==> src/rtl/pipe_reg_chain.sv <==
// -----------------------------------------------------------------------------
// pipe_reg_chain
//   DEPTH-stage elastic register chain, WIDTH bits wide, with valid/ready
//   handshakes on both ends. Empty stages (bubbles) collapse, so a stalled
//   output never leaves unused stages between items. Also provides a global
//   enable, a synchronous flush and a registered occupancy count. Used as a
//   retiming / latency-matching element between datapath blocks.
//
// Parameters:
//   WIDTH  data width in bits (>=1)
//   DEPTH  number of register stages (>=1)
//   CNT_W  occupancy count width, 2**CNT_W > DEPTH
//
// Ports:
//   clk        clock, rising edge
//   resetn     synchronous active-low reset (clears valids, data, count)
//   en         global enable; 0 freezes every stage and blocks both handshakes
//   flush      synchronous clear of all stage valids and the count
//   in_valid   upstream data valid
//   in_ready   chain can accept in_data this cycle
//   in_data    upstream data
//   out_valid  last stage holds valid data (gated by en)
//   out_ready  downstream accepts out_data
//   out_data   last stage data
//   count      number of valid stages
//
// Optional feature (macro PIPE_REG_CHAIN_PARITY_EN):
//   Each stage carries an even-parity bit captured at input transfer.
//   par_inject (in)  inverts the captured parity bit during an input transfer
//   par_err    (out) out_valid & (XOR(out_data) != stored parity), combinational
// -----------------------------------------------------------------------------
module pipe_reg_chain #(
  parameter int WIDTH = 32,
  parameter int DEPTH = 4,
  parameter int CNT_W = 3
) (
  input  logic             clk,
  input  logic             resetn,
  input  logic             en,
  input  logic             flush,
  input  logic             in_valid,
  output logic             in_ready,
  input  logic [WIDTH-1:0] in_data,
  output logic             out_valid,
  input  logic             out_ready,
  output logic [WIDTH-1:0] out_data,
  output logic [CNT_W-1:0] count
`ifdef PIPE_REG_CHAIN_PARITY_EN
  ,
  input  logic             par_inject,
  output logic             par_err
`endif
);

  logic [DEPTH-1:0] vld_p;
  logic [WIDTH-1:0] data_p [DEPTH];
  logic [DEPTH-1:0] adv;
  logic [CNT_W-1:0] cnt_q;
  logic             load0;
  logic             in_xfer;
  logic             out_xfer;
`ifdef PIPE_REG_CHAIN_PARITY_EN
  logic [DEPTH-1:0] par_p;
`endif

  function automatic logic parity_of(input logic [WIDTH-1:0] d);
    return ^d;
  endfunction

  // Stage i may advance when any later stage is empty (a bubble will absorb
  // the shift) or when the output is being drained. This is the unrolled form
  // of adv[i] = !vld[i+1] | adv[i+1], which avoids a self-referencing vector.
  for (genvar g = 0; g < DEPTH; g++) begin : g_adv
    if (g == DEPTH - 1) begin : g_last
      assign adv[g] = out_ready;
    end else begin : g_mid
      assign adv[g] = out_ready | ~(&vld_p[DEPTH-1:g+1]);
    end
  end

  // resetn gating keeps both handshakes idle while the chain is held in reset.
  assign load0     = ~vld_p[0] | adv[0];
  assign in_ready  = resetn & en & ~flush & load0;
  assign out_valid = resetn & en & vld_p[DEPTH-1];
  assign out_data  = data_p[DEPTH-1];
  assign in_xfer   = in_valid & in_ready;
  assign out_xfer  = out_valid & out_ready;
  assign count     = cnt_q;

`ifdef PIPE_REG_CHAIN_PARITY_EN
  assign par_err = out_valid & (parity_of(out_data) != par_p[DEPTH-1]);
`endif

  for (genvar g = 0; g < DEPTH; g++) begin : g_stg
    if (g == 0) begin : g_in
      // ---- stage 0: capture from upstream ----
      always_ff @(posedge clk) begin
        if (!resetn) begin
          vld_p[0]  <= 1'b0;
          data_p[0] <= '0;
`ifdef PIPE_REG_CHAIN_PARITY_EN
          par_p[0]  <= 1'b0;
`endif
        end else if (flush) begin
          vld_p[0] <= 1'b0;
        end else if (en && load0) begin
          // Loading with in_valid low leaves a bubble; data is kept as is.
          vld_p[0] <= in_valid;
          if (in_valid) begin
            data_p[0] <= in_data;
`ifdef PIPE_REG_CHAIN_PARITY_EN
            par_p[0]  <= parity_of(in_data) ^ par_inject;
`endif
          end
        end
      end
    end else begin : g_shift
      // ---- stage g: shift from stage g-1 ----
      always_ff @(posedge clk) begin
        if (!resetn) begin
          vld_p[g]  <= 1'b0;
          data_p[g] <= '0;
`ifdef PIPE_REG_CHAIN_PARITY_EN
          par_p[g]  <= 1'b0;
`endif
        end else if (flush) begin
          vld_p[g] <= 1'b0;
        end else if (en && (!vld_p[g] || adv[g])) begin
          vld_p[g] <= vld_p[g-1];
          if (vld_p[g-1]) begin
            data_p[g] <= data_p[g-1];
`ifdef PIPE_REG_CHAIN_PARITY_EN
            par_p[g]  <= par_p[g-1];
`endif
          end
        end
      end
    end
  end

  // ---- occupancy count ----
  // A flush drops everything even if downstream took an item in the same cycle.
  always_ff @(posedge clk) begin
    if (!resetn) begin
      cnt_q <= '0;
    end else if (flush) begin
      cnt_q <= '0;
    end else if (in_xfer && !out_xfer) begin
      cnt_q <= cnt_q + CNT_W'(1);
    end else if (out_xfer && !in_xfer) begin
      cnt_q <= cnt_q - CNT_W'(1);
    end
  end

endmodule

==> config.mk <==
export PLATFORM = sky130hd
export DESIGN_NAME = pipe_reg_chain
export DESIGN_NICKNAME = d
export VERILOG_FILES = /design/src/rtl/pipe_reg_chain.sv
export SDC_FILE = /design/constraint.sdc
export NUM_CORES = 1
export LEC_CHECK = 0
export BUFFER_PORTS_ARGS = -buffer_cell sky130_fd_sc_hd__buf_2
export CAP_MARGIN = 30
export CORE_ASPECT_RATIO = 0.75
export CORE_MARGIN = 8
export CORE_UTILIZATION = 30
export CTS_CLUSTER_SIZE = 16
export DETAILED_ROUTE_END_ITERATION = 12
export GPL_TIMING_DRIVEN = 0
export SLEW_MARGIN = 40
export SYNTH_ARGS = -nofsm -noshare
export SYNTH_HDL_FRONTEND = slang
export SYNTH_SLANG_ARGS = --single-unit
==> constraint.sdc <==
create_clock -name clk -period 4.9 [get_ports clk]
set_input_delay 0.245 -clock clk [delete_from_list [all_inputs] [get_ports clk]]
set_output_delay 0.245 -clock clk [all_outputs]
set_load 0.03 [all_outputs]
==> impl_metrics.toml <==
[outcome]
status = "finished, final reports clean"

[pwr]
ir_worst_vdd_mv = 0.210
power.density_nw_per_um2 = 377
leakagePower_nw = 2.71

[sta]
finalSetupTns_ns = 0
slew_viol_final = 0
max_freq_ghz = 0.387
setup_violations = 0
hold_viol_final = 0
slew_headroom_pct = 53.7
tightest_slew_ns = 0.692
rsz0062_at_grt = "false"
min_period_ns = 2.58
skew_ns = 0.00674
min_period_over_period_pct = 52.7

[floorplan]
core.rowCount = 42
ioPinCount = 75
start_util_pct = 30.7
dieArea_um2 = 22700
die_y_um = 133
core_area_um2 = 17700
fp.dieW_um = 171

[finish]
fillers = 1670
seq_area_um2 = 3980
multi_input_area_um2 = 1150
drive_gt1_share_pct = 33.5
layout.nets = 487
syn_to_final_growth_pct = 23.8
insertedDiodeCount = 0
final_util_pct = 38.0

[cts]
cts.sinks = 135
htreeDepth = 4
postCtsSetupBuffers = 0
cts_made_buffers = 17
path_clk_slew_ns = 0.05
hold_buffers = 0
clock_latency_ns = 0.40
clockRootBuffer = "clkbuf_16"
postCtsResizedCells = 0
tritoncts = "built"
clk_path_buf_depth = 2

[synth]
synth_cell_types = 31
syn_inst = 350
synth-seq-cells = 135
syn-cell-area_um2 = 5430
seq_area_frac_synth_pct = 73.3
ys_warn_count = 0
syn_avg_cell_area_um2 = 15.5
syn-num-nets = 390

[worst_setup_path]
cp-start-kind = "register"
cp-startpoint = "vld_p[3]"
cp-end-kind = "register"
r2r_cells = 9
crit_fanout = 10
required_ns = 5.23
path_class = "register to register"
worstPathArrival_ns = 2.91
regToRegStartpoint = "vld_p[3]"

[global_route]
grt_overflow = 0
grt_usage_pct = 7.65
antenna_found_initial = 0
top_usage_layer = "met2"
first_global_vias = 2680
use_met2_pct = 11.2
grt_use_met3_pct = 2.82
use_met1_pct = 9.62
grt_start_max_net_pins = 33
grt_pass1_wl_um = 13400

[drt]
final_antenna_net_count = 0
drcViolationCount = 0
routed_wl_um = 8280
drt_iter0_markers = 146
drt_pass1_iterations = 4
vias = 2590
viasPerCell = 3.69
routedWlPerCell_um = 11.8

[placed_design]
dpl.hpwl_um = 6490
gp_congestion = 0.697
port_buffers = 74

[hold_path]
hold_class = "input pin to register"
whs_path_depth = 2
hp-start = "in_data[23]"

[run]
maxCapViolCount = 0
-- critical path: stages, from the launching register on --
cell	delay, ns
dfxtp_1	0.35
and3b_4	0.25
a31oi_2	0.36
buf_2	0.26
ha_1	0.22
inv_1	0.08
fa_1	0.37
xor2_1	0.17
or3_1	0.31
a21oi_1	0.14
-- placed cells by master, fill, tap and decap left out, types with 4 or more instances in the layout --
cell	count
clkbuf_1	7
a21oi_1	4
and2_1	128
edfxtp_1	128
dfxtp_1	7
clkbuf_8	5
nand2_1	4
buf_4	37
clkbuf_16	17
buf_2	80
-- per-layer routing --
metal | part of all wire (%) | wire length, µm | vias up
li1 | - | - | 1378
met1 | 49 | 4020 | 1146
met2 | 44 | 3650 | 56
met3 | 5.7 | 469 | 10
met4 | 1.6 | 132 | 0
met5 | 0 | 0 | -
-- stage by stage --
step	cell area, µm²	setup WS, ns	instances	power (mW)	hold slack [ns]
finish	6730	2.32	702	2.54	0.119
global route	6730	2.14	702	2.63	0.118
CTS	6730	2.30	702	2.56	0.106
detailed placement	6190	2.28	670	1.45	0.504
global placement	6100	0.859	666	1.45	0.463
floorplan	5430	1.44	350	1.41	0.443
-- cell usage after synthesis --
library cell  number  share of area (%)
a21bo_2            1               0.18
a21o_1             1               0.14
a21oi_1            4               0.37
a31o_1             1               0.16
a31oi_2            1               0.23
and2_1           128                 15
and3_1             2               0.23
and3b_4            1               0.23
and4_1             2               0.32
buf_2              6               0.55
buf_4             35                4.8
buf_6              3               0.62
clkbuf_1           1              0.069
dfxtp_1            7                2.6
edfxtp_1         128                 71
fa_1               1               0.37
ha_1               1               0.23
inv_1              1              0.069
mux2i_1            2               0.37
nand2_1            5               0.35
nand2b_1           3               0.35
nand3b_1           1               0.14
nand4b_1           3               0.48
nor2_1             3               0.21
nor2b_1            1               0.12
nor4b_4            1               0.44
o21ai_0            2               0.18
o21ai_1            1              0.092
o31ai_1            1               0.14
or3_1              1               0.12
xor2_1             2               0.32
-- worst paths after layout --
| kind | slack [ns] | end |
|---|---|---|
| max | 2.32 | count[2] |
| min | 0.12 | data_p[0][23] |
| max reg2reg | 2.32 | count[2] |
| min reg2reg | 0.51 | data_p[1][3] |
-- cells by family after synthesis --
family          after synthesis  share of synthesized area [%]
flops                       135                           73.3
compound gates               12                           1.50
simple gates                151                           17.7
buf+inv                      46                           6.15
xor+xnor                      2                          0.323
fa+ha+maj                     2                          0.599
mux                           2                          0.369
-- sequential cells by signal (all words and copies together), names as in the netlist --
name and cells:
count 3, data_p 128, vld_p 4
-- layout make-up --
class                   count  area share (%)
repair buffers             78            6.18
inverters                   1          0.0558
multi-input cells         169            17.1
clock buffers              28            7.68
plain buffers              45            4.91
flip-flops and latches    135            59.2
clock inverters             4           0.298
well taps                 242            4.50
-- report_power, final --
group | total, mW | leakage [nW] | internal, mW | switching (mW)
Combinational | 0.106 | 1.08 | 0.0408 | 0.0656
Sequential | 1.32 | 1.37 | 1.31 | 0.0112
Clock | 1.11 | 0.260 | 0.709 | 0.401
Total | 2.54 | 2.71 | 2.06 | 0.477
Power figures use the tool's default switching activity.
